### src/rtl/pstprc_iq_uploader_pkg.sv
// Shared types and constants for the post-process IQ uploader.
// Frame: HDR0 HDR1 CNT {IQ bytes} CKSUM, checksum over CNT and IQ bytes only.
package pstprc_pkg;

  localparam int IQ_W  = 64;
  localparam int CNT_W = 4;

  localparam logic [7:0] HDR0_DEF = 8'hEB;
  localparam logic [7:0] HDR1_DEF = 8'h90;

  typedef enum logic [2:0] {
    ST_IDLE,
    ST_H0,
    ST_H1,
    ST_CNT,
    ST_FETCH,
    ST_WAIT,
    ST_DATA,
    ST_CKS
  } state_e;

  function automatic logic [7:0] cksum_add(input logic [7:0] acc, input logic [7:0] b);
    return acc + b;
  endfunction

endpackage

### src/rtl/pstprc_iq_uploader_if.sv
// FIFO read port and byte-wide MAC TX handshake seen by the uploader.
interface pstprc_iq_uploader_if;
  import pstprc_pkg::*;

  logic            fifo_empty;
  logic            fifo_rden;
  logic [IQ_W-1:0] fifo_dout;
  logic [7:0]      tx_data;
  logic            tx_valid;
  logic            tx_ready;
  logic            tx_sof;
  logic            tx_eof;

  modport master (
    input  fifo_empty, fifo_dout, tx_ready,
    output fifo_rden, tx_data, tx_valid, tx_sof, tx_eof
  );

  modport slave (
    output fifo_empty, fifo_dout, tx_ready,
    input  fifo_rden, tx_data, tx_valid, tx_sof, tx_eof
  );

endinterface

### src/rtl/pstprc_iq_uploader_shifter.sv
// 64-bit load / shift-by-8 register presenting one IQ word MSB byte first.
// byte_nxt_o is the top byte after this cycle's update so it can feed a registered output.
module iq_byte_shifter
  import pstprc_pkg::*;
(
  input  logic            clk,
  input  logic            rst_n,
  input  logic            load_i,
  input  logic            shift_i,
  input  logic [IQ_W-1:0] data_i,
  output logic [7:0]      byte_nxt_o,
  output logic            last_byte_o
);

  logic [IQ_W-1:0] shreg_q, shreg_d;
  logic [2:0]      idx_q, idx_d;

  always_comb begin
    shreg_d = shreg_q;
    idx_d   = idx_q;
    if (load_i) begin
      shreg_d = data_i;
      idx_d   = 3'd0;
    end else if (shift_i) begin
      shreg_d = {shreg_q[IQ_W-9:0], 8'h00};
      idx_d   = idx_q + 3'd1;
    end
  end

  always_ff @(posedge clk or negedge rst_n) begin
    if (!rst_n) begin
      shreg_q <= '0;
      idx_q   <= '0;
    end else begin
      shreg_q <= shreg_d;
      idx_q   <= idx_d;
    end
  end

  assign byte_nxt_o  = shreg_d[IQ_W-1 -: 8];
  assign last_byte_o = (idx_q == 3'd7);

endmodule

### src/rtl/pstprc_iq_uploader.sv
// Pops N IQ words from the post-process FIFO after each demod pass and streams
// them as a framed byte stream to the TX MAC. All outputs are registered.
module pstprc_iq_uploader
  import pstprc_pkg::*;
#(
  parameter logic [7:0] HDR0 = HDR0_DEF,
  parameter logic [7:0] HDR1 = HDR1_DEF
) (
  input  logic             clk,
  input  logic             rst_n,
  input  logic             Pstprc_finish,
  input  logic [CNT_W-1:0] Pstprc_num,
  output logic             busy,
  output logic             drop_pulse,
  pstprc_iq_uploader_if.master up_if
);

  state_e           state_q, state_d;
  logic [CNT_W-1:0] rem_q, rem_d;
  logic [7:0]       cksum_q, cksum_d;

  logic       rden_q, rden_d;
  logic [7:0] tx_data_q, tx_data_d;
  logic       tx_valid_q, tx_valid_d;
  logic       tx_sof_q, tx_sof_d;
  logic       tx_eof_q, tx_eof_d;
  logic       busy_q, busy_d;
  logic       drop_q, drop_d;

  logic       hs;
  logic       sh_load;
  logic       sh_shift;
  logic [7:0] sh_byte_nxt;
  logic       sh_last;

  assign hs       = tx_valid_q && up_if.tx_ready;
  assign sh_load  = (state_q == ST_WAIT);
  assign sh_shift = (state_q == ST_DATA) && hs;

  iq_byte_shifter u_shifter (
    .clk        (clk),
    .rst_n      (rst_n),
    .load_i     (sh_load),
    .shift_i    (sh_shift),
    .data_i     (up_if.fifo_dout),
    .byte_nxt_o (sh_byte_nxt),
    .last_byte_o(sh_last)
  );

  always_ff @(posedge clk or negedge rst_n) begin
    if (!rst_n) begin
      state_q <= ST_IDLE;
      rem_q   <= '0;
      cksum_q <= '0;
    end else begin
      state_q <= state_d;
      rem_q   <= rem_d;
      cksum_q <= cksum_d;
    end
  end

  always_comb begin
    state_d = state_q;
    rem_d   = rem_q;
    cksum_d = cksum_q;
    case (state_q)
      ST_IDLE: begin
        if (Pstprc_finish) begin
          rem_d   = Pstprc_num;
          cksum_d = '0;
          state_d = ST_H0;
        end
      end
      ST_H0: if (hs) state_d = ST_H1;
      ST_H1: if (hs) state_d = ST_CNT;
      ST_CNT: begin
        if (hs) begin
          cksum_d = cksum_add(cksum_q, tx_data_q);
          state_d = (rem_q != '0) ? ST_FETCH : ST_CKS;
        end
      end
      // The read pulse is already on the bus while in FETCH, so leave once it is seen.
      ST_FETCH: if (rden_q) state_d = ST_WAIT;
      ST_WAIT:  state_d = ST_DATA;
      ST_DATA: begin
        if (hs) begin
          cksum_d = cksum_add(cksum_q, tx_data_q);
          if (sh_last) begin
            rem_d   = rem_q - 1'b1;
            state_d = (rem_q != CNT_W'(1)) ? ST_FETCH : ST_CKS;
          end
        end
      end
      ST_CKS:  if (hs) state_d = ST_IDLE;
      default: state_d = ST_IDLE;
    endcase
  end

  // Outputs describe the state being entered, so they are valid the cycle it is occupied.
  // We are the only reader, so a non-empty flag seen now still holds when the pop lands.
  always_comb begin
    rden_d     = (state_d == ST_FETCH) && !up_if.fifo_empty;
    tx_valid_d = 1'b0;
    tx_data_d  = 8'h00;
    tx_sof_d   = (state_d == ST_H0);
    tx_eof_d   = (state_d == ST_CKS);
    busy_d     = (state_d != ST_IDLE);
    drop_d     = Pstprc_finish && (state_q != ST_IDLE);
    case (state_d)
      ST_H0: begin
        tx_valid_d = 1'b1;
        tx_data_d  = HDR0;
      end
      ST_H1: begin
        tx_valid_d = 1'b1;
        tx_data_d  = HDR1;
      end
      ST_CNT: begin
        tx_valid_d = 1'b1;
        tx_data_d  = {{(8-CNT_W){1'b0}}, rem_d};
      end
      ST_DATA: begin
        tx_valid_d = 1'b1;
        tx_data_d  = sh_byte_nxt;
      end
      ST_CKS: begin
        tx_valid_d = 1'b1;
        tx_data_d  = cksum_d;
      end
      default: begin
        tx_valid_d = 1'b0;
        tx_data_d  = 8'h00;
      end
    endcase
  end

  always_ff @(posedge clk or negedge rst_n) begin
    if (!rst_n) begin
      rden_q     <= 1'b0;
      tx_data_q  <= 8'h00;
      tx_valid_q <= 1'b0;
      tx_sof_q   <= 1'b0;
      tx_eof_q   <= 1'b0;
      busy_q     <= 1'b0;
      drop_q     <= 1'b0;
    end else begin
      rden_q     <= rden_d;
      tx_data_q  <= tx_data_d;
      tx_valid_q <= tx_valid_d;
      tx_sof_q   <= tx_sof_d;
      tx_eof_q   <= tx_eof_d;
      busy_q     <= busy_d;
      drop_q     <= drop_d;
    end
  end

  assign up_if.fifo_rden = rden_q;
  assign up_if.tx_data   = tx_data_q;
  assign up_if.tx_valid  = tx_valid_q;
  assign up_if.tx_sof    = tx_sof_q;
  assign up_if.tx_eof    = tx_eof_q;
  assign busy            = busy_q;
  assign drop_pulse      = drop_q;

endmodule

### src/flat_wrapper.sv
// flat-port wrapper written by rule: the top's interface ports become plain ports
module pstprc_iq_uploader_flat import pstprc_pkg::*;
#(
  parameter logic [7:0] HDR0 = HDR0_DEF,
  parameter logic [7:0] HDR1 = HDR1_DEF
)
  (clk, rst_n, Pstprc_finish, Pstprc_num, busy, drop_pulse, up_if_fifo_empty, up_if_fifo_dout, up_if_tx_ready, up_if_fifo_rden, up_if_tx_data, up_if_tx_valid, up_if_tx_sof, up_if_tx_eof);
  pstprc_iq_uploader_if up_if_i ();
  input  logic clk;
  input  logic rst_n;
  input  logic Pstprc_finish;
  input  logic [CNT_W-1:0] Pstprc_num;
  output logic busy;
  output logic drop_pulse;
  input wire logic [$bits(up_if_i.fifo_empty)-1:0] up_if_fifo_empty;
  input wire logic [$bits(up_if_i.fifo_dout)-1:0] up_if_fifo_dout;
  input wire logic [$bits(up_if_i.tx_ready)-1:0] up_if_tx_ready;
  output wire logic [$bits(up_if_i.fifo_rden)-1:0] up_if_fifo_rden;
  output wire logic [$bits(up_if_i.tx_data)-1:0] up_if_tx_data;
  output wire logic [$bits(up_if_i.tx_valid)-1:0] up_if_tx_valid;
  output wire logic [$bits(up_if_i.tx_sof)-1:0] up_if_tx_sof;
  output wire logic [$bits(up_if_i.tx_eof)-1:0] up_if_tx_eof;
  assign up_if_i.fifo_empty = up_if_fifo_empty;
  assign up_if_i.fifo_dout = up_if_fifo_dout;
  assign up_if_i.tx_ready = up_if_tx_ready;
  assign up_if_fifo_rden = up_if_i.fifo_rden;
  assign up_if_tx_data = up_if_i.tx_data;
  assign up_if_tx_valid = up_if_i.tx_valid;
  assign up_if_tx_sof = up_if_i.tx_sof;
  assign up_if_tx_eof = up_if_i.tx_eof;
  pstprc_iq_uploader #(.HDR0(HDR0), .HDR1(HDR1)) u_core (.clk(clk), .rst_n(rst_n), .Pstprc_finish(Pstprc_finish), .Pstprc_num(Pstprc_num), .busy(busy), .drop_pulse(drop_pulse), .up_if(up_if_i));
endmodule
### config.mk
export PLATFORM = sky130hd
export DESIGN_NAME = pstprc_iq_uploader_flat
export DESIGN_NICKNAME = d
export VERILOG_FILES = /design/src/rtl/pstprc_iq_uploader_pkg.sv /design/src/rtl/pstprc_iq_uploader_if.sv /design/src/rtl/pstprc_iq_uploader_shifter.sv /design/src/rtl/pstprc_iq_uploader.sv /design/src/flat_wrapper.sv
export SDC_FILE = /design/constraint.sdc
export NUM_CORES = 1
export LEC_CHECK = 0
export ABC_AREA = 0
export BUFFER_PORTS_ARGS = -buffer_cell sky130_fd_sc_hd__buf_2
export CORE_MARGIN = 2
export CORE_UTILIZATION = 60
export DETAILED_ROUTE_END_ITERATION = 12
export PLACE_DENSITY_LB_ADDON = 0.05
export SLEW_MARGIN = 10
export SYNTH_ARGS = -nofsm -noshare
export SYNTH_HDL_FRONTEND = slang
export SYNTH_SLANG_ARGS = --single-unit
### constraint.sdc
create_clock -name clk -period 3.65 [get_ports clk]
set_input_delay 0.73 -clock clk [delete_from_list [all_inputs] [get_ports clk]]
set_output_delay 0.73 -clock clk [all_outputs]
set_load 0.005 [all_outputs]
# Word-level counts from Yosys, hierarchy flattened

Cells that the tools add are included.

Bits in registers: 96
Word-level logic and storage cells: 67
Output and inout bits: 14
Input port bits: 73

Multiplexer cells: 24
$add $sub $neg: 3
Equal/unequal tests: 15
Reduce and logical (&&, ||, !) cells: 12

Operators with widths:

| operator                                               | count |
|---|---|
| two-way mux 64 bit                                     | 2 |
| case mux 8 bit (5 select lines)                        | 1 |
| two-way mux 3 bit                                      | 10 |
| equality test 3 bit (second input constant)            | 8 |
| case mux 3 bit (8 select lines)                        | 1 |
| two-way mux 8 bit                                      | 2 |
| case mux 8 bit (2 select lines)                        | 1 |
| equality test 3 x 2 -> 1 bit (second input constant)   | 4 |
| two-way mux 4 bit                                      | 3 |
| adder 8 bit                                            | 1 |
| case mux 4 bit (2 select lines)                        | 1 |
| equality test 3 x 1 -> 1 bit (second input constant)   | 2 |
| nonzero test 3 bit                                     | 2 |
| OR reduction 5 bit                                     | 1 |
| logical AND 1 bit                                      | 4 |
| two-way mux 2 bit                                      | 2 |
| inequality test 4 x 1 -> 1 bit (second input constant) | 1 |
| nonzero test 4 bit                                     | 1 |
| subtractor 4 x 1 -> 4 bit (second input constant)      | 1 |
| adder 3 x 1 -> 3 bit (second input constant)           | 1 |
| zero test 3 bit                                        | 1 |
| nonzero test 2 bit                                     | 1 |
| OR reduction 2 bit                                     | 1 |
| zero test 1 bit                                        | 1 |
| two-way mux 1 bit                                      | 1 |

# Logic depth before layout (Yosys ltp)

Depth in word-level cells: 8
Depth in mapped cells: 9
Depth with buffers taken out: 8

# Modules after synthesis

From an unflattened synthesis, not the netlist that was laid out.

Cell total of the unflattened synthesis: 473
Area, all modules: 4969.8 um2

Modules (own cells, without submodules):

| module             | cells an instance | seq. area each (um2) | instances | area an instance (um2) |
|---|---|---|---|---|
| iq_byte_shifter    | 280               | 1676.6               | 1         | 3062.9 |
| pstprc_iq_uploader | 193               | 725.7                | 1         | 1906.8 |

# Least setup slack after synthesis

OpenSTA, ideal clock, no wires.

Kind: reg-to-reg
Start: register u_core.tx_data_q[1], in the netlist u_core.up_if.tx_data[1]
End: register u_core.tx_data_q[7], in the netlist u_core.up_if.tx_data[7]
Setup time: 0.134 ns
Stages on the path, launching flop included: 8
Required time: 3.516 ns
Clock period less this slack: 2.045 ns
Arrival time: 1.912 ns
Setup slack: 1.605 ns
Buffers on the path: 0
Path through: dfrtp_1 -> ha_1 -> a211oi_1 -> nor4b_1 -> or3_1 -> and3_1 -> nor3b_1 -> o211ai_1

Cells in the longest elaborated chain, start to end: 4

Ends and longest elaborated chain:

| item                            | line                                               | source |
|---|---|---|
| start, declared                 | pstprc_iq_uploader.sv:23                           | `logic [7:0] tx_data_q, tx_data_d;` |
| start signal, assigned          | pstprc_iq_uploader.sv:148                          | `tx_data_q <= tx_data_d;` |
| adder 8 bit                     | pstprc_iq_uploader_pkg.sv:23                       | `return acc + b;` |
| two-way mux 8 bit               | pstprc_iq_uploader.sv:77, pstprc_iq_uploader.sv:86 |  |
| case mux 8 bit (2 select lines) | pstprc_iq_uploader.sv:66                           | `case (state_q)` |
| case mux 8 bit (5 select lines) | pstprc_iq_uploader.sv:109                          | `case (state_d)` |
| via u_core.tx_data_d[7]         | pstprc_iq_uploader.sv:23                           |  |

The timed path passes the listed nets, and every way through them passes these cells.
A chain may end at the register's enable or synchronous reset.

# Worst setup path in the final report

Start: register u_core.state_q[1]
End: register u_core.u_shifter.shreg_q[12]

Cells in the longest elaborated chain, start to end: 3
Elaborated cells between the ends (all ways): 5
Those cells by class: eq/ne: 2; mux: 1; reduce/logical: 2

Ends and longest elaborated chain:

| item                         | line                             | source |
|---|---|---|
| start, declared              | pstprc_iq_uploader.sv:18         | `state_e state_q, state_d;` |
| start signal, assigned       | pstprc_iq_uploader.sv:56         | `state_q <= state_d;` |
| equality test 3 bit          | pstprc_iq_uploader.sv:38         | `assign sh_shift = (state_q == ST_DATA) && hs;` |
| logical AND 1 bit            | pstprc_iq_uploader.sv:38         |  |
| nonzero test 2 bit (no line) | -                                |  |
| end signal, assigned         | pstprc_iq_uploader_shifter.sv:35 | `shreg_q <= shreg_d;` |
| end, declared                | pstprc_iq_uploader_shifter.sv:15 | `logic [IQ_W-1:0] shreg_q, shreg_d;` |

Parallel ways exist; a longest one is shown, timed or not.

==> summary.txt <==
Clocking
  – Insertion delay to the later sink of the worst-skew pair: 0.36 ns
  – Clock sinks: 96
  – Post-cts resize count: 0
  – TritonCTS clock tree: built
  – Post-CTS Setup Bufs: 0
  – CTS Hold Buffers Added: 0
  – H-tree depth: 3
  – Root Driver: clkbuf_8
  – Clk buf depth: 2
  – Clock transition at path regs: about 0.1 ns
  – TritonCTS Buffers: 9

Global route
  – First-pass GRT wire length: between 15000 and 20000 um
  – Initial antenna violation count: 0
  – Largest net degree at the start of global routing: 48
  – Aggregate global-route resource usage: about 25%
  – GRT Residual Overflow: 0
  – Number of global-route vias before repair: 3508

Route
  – Routed met1 length: approximately 5000 um
  – Metal2 WL: roughly 4800 um
  – Top sig layer: met4
  – Initial DRC Count: roughly 200
  – ANT nets after route: 0
  – Vias/cell: ~5.7
  – Via count: roughly 3700
  – TritonRoute pass-1 iters: 4
  – DR DRC count: 0
  – Final WL: around 10000 um
  – WL per Instance: 16.0 um
  – WL met3: 538 um

STA
  – Slew at the pin closest to its max-slew limit: between 0.8 and 0.9 ns
  – Period utilisation layout: 73.2%
  – Final Hold Fails: 0
  – RSZ-0062 raised after global routing: false
  – Tmin final: between 2 and 3 ns
  – Hold WS: between 0.3 and 0.4 ns
  – Relative slew slack: a little over two fifths
  – Setup_tns: 0 ns
  – Clock skew: 0.0124 ns
  – Final setup vio count: 0
  – Maximum clock rate: approximately 0.37 GHz
  – Slew Limit Fails: 0

Critical path
  – R2R depth: 5
  – R2r setup slk: approximately 0.98 ns
  – Reg-to-reg startpoint: u_core.state_q[1]
  – Critical Path Fanout Max: 28
  – WP data arrival: around 2.9 ns
  – Launch point of the worst path: u_core.state_q[1]
  – CP Capture Type: flip-flop
  – End of the worst register-to-register path: u_core.u_shifter.shreg_q[12]
  – Startpoint types: flip-flop
  – Critical path destination: u_core.u_shifter.shreg_q[12]
  – Crit Path Class: flip-flop to flip-flop
  – CP Data Required Time: 3.86 ns

Synth
  – Area leader, netlist: dfrtp_1
  – Gate Count Post-Synth: 470
  – Unique masters post-synth: 55
  – EDFF count, synth: 0
  – Ys flop type: dfrtp_1
  – Synth top area cells: dfrtp_1 (50%), mux2i_1 (13%), nand2_1 (6.5%)
  – Sequential area share after synthesis: between 40 and 50%
  – Synth warnings: 0
  – Netlist Area Pre-Place: 4840 sq um
  – Synth Net Count: 556
  – Syn avg cell area: 10.3 sq um
  – #FFs+latches synth: 96
  – Synth top area share: between 40% and 50%
  – Fraction of registers with async set/reset: 100%

Power and ir drop
  – PwrDens: 792 nW/um^2
  – Peak supply drop: 416 uV
  – Static Leak: roughly 2.5 nW
  – Overall power: 0.00434 W

Die
  – Width of the die: roughly 94 um
  – Core area: 7770 sq um
  – Die height: 93.8 um
  – # rows: 32
  – DIE AREA: 8800 sq um
  – IO Count: just under 90
  – Starting Density: between 60 and 70%

Cells and area
  – Area growth, synth to finish: 13.4%
  – Final Cell Area: 5490 sq um
  – Finished Core Util: between 70 and 80%
  – Layout cells sized above 1: a little under a quarter
  – Nets: about 630
  – Ant diodes: 0

Run
  – Max_cap viols: 0

Placement
  – DP Area: approximately 5300 sq um
  – DPL Wire Length: between 7000 and 8000 um
  – Port buffer count: 86
  – Placer Congestion: slightly above 0.9

Run status
  – Outcome: finished clean

Min path
  – Type of the tightest min-delay check: input pin to async pin
==> layout make-up <==
| cell class | count | area, sq um |
|---|---|---|
| Clock buffer | 9 | 124 |
| Clock inverter | 7 | 62.6 |
| Fill cell | 638 | 2280 |
| Inverter | 10 | 37.5 |
| Multi-Input combinational cell | 336 | 2250 |
| Sequential cell | 96 | 2400 |
| Tap cell | 102 | 128 |
| Timing Repair Buffer | 92 | 478 |
==> stage by stage <==
| stage | cells | setup WS [ns] |
|---|---|---|
| after floorplan | 470 | 1.60 |
| after global placement | 636 | 1.08 |
| after detailed placement | 636 | 1.05 |
| after CTS | 652 | 1.02 |
| after global routing | 652 | 0.769 |
| final | 652 | 0.978 |
==> critical path, cell delays in order, from the launching register on <==
cell	delay [ns]
dfrtp_1	0.68
nand3b_1	0.35
nor2_4	0.66
buf_4	0.49
mux2i_1	0.24
o21ai_1	0.08
==> cell usage in the layout, fill, tap and decap left out, types with 6 or more instances in the layout <==
| master | count |
|---|---|
| nand2_1 | 84 |
| a21oi_1 | 10 |
| clkbuf_8 | 9 |
| nor2_1 | 12 |
| o21ai_0 | 27 |
| ha_1 | 12 |
| nand3_1 | 7 |
| mux2i_1 | 62 |
| o21ai_1 | 44 |
| buf_4 | 7 |
| dfrtp_1 | 96 |
| buf_2 | 85 |
| inv_1 | 6 |
==> worst min path at each step <==
stage / startpoint / end / slack (ns) / depth (start not counted)
floorplan: rst_n / u_core.busy / 0.43 / 0
global placement: u_core.u_shifter.idx_q[1] / u_core.u_shifter.idx_q[1] / 0.51 / 2
detailed placement: u_core.cksum_q[3] / u_core.cksum_q[3] / 0.52 / 1
CTS: rst_n / u_core.up_if.tx_data[6] / 0.37 / 1
global route: rst_n / u_core.up_if.tx_data[6] / 0.37 / 1
finish: rst_n / u_core.up_if.tx_data[6] / 0.34 / 1
==> flip-flops by register name (all words and copies together), names as in the netlist <==
| name | count |
|---|---|
| u_core.busy | 1 |
| u_core.cksum_q | 8 |
| u_core.drop_pulse | 1 |
| u_core.rem_q | 4 |
| u_core.state_q | 3 |
| u_core.u_shifter.idx_q | 3 |
| u_core.u_shifter.shreg_q | 64 |
| u_core.up_if.fifo_rden | 1 |
| u_core.up_if.tx_data | 8 |
| u_core.up_if.tx_eof | 1 |
| u_core.up_if.tx_sof | 1 |
| u_core.up_if.tx_valid | 1 |
==> report_power, final <==
| group | internal (W) | switching (W) | leakage [nW] |
|---|---|---|---|
| sequential | 0.00151 | 0.000343 | 1.22 |
| clock | 0.000262 | 0.000399 | 0.0976 |
| combinational | 0.000771 | 0.00106 | 1.14 |
| total | 0.00255 | 0.00180 | 2.45 |
==> routing by layer <==
layer / up-vias / GRT usage, %
met5: - / 0
met4: 0 / 6.04
met3: 10 / 5.06
met2: 108 / 35.8
met1: 1763 / 38.0
li1: 1810 / -
==> kinds of logic (layout without fill, tap and decap cells) <==
kind of cell	count (synthesis)	count (layout)	share of synthesized area, %
and+or+nand+nor	133	133	12.7
AOI/OAI and AO/OA	118	118	15.0
DFF	96	96	49.7
buffers and inverters	38	118	3.85
xor gates and xnor gates	8	8	1.99
muxes	64	64	13.3
adders and majority gates	13	13	3.52
==> cell usage after synthesis (6+ instances only) <==
cell type / count
o21ai_0: 27
buf_2: 8
ha_1: 12
mux2i_1: 62
dfrtp_1: 96
a21oi_1: 10
nand3_1: 7
inv_1: 6
nor2_1: 12
clkbuf_1: 10
nand2_1: 84
o21ai_1: 44
Power figures use the tool's default switching activity.
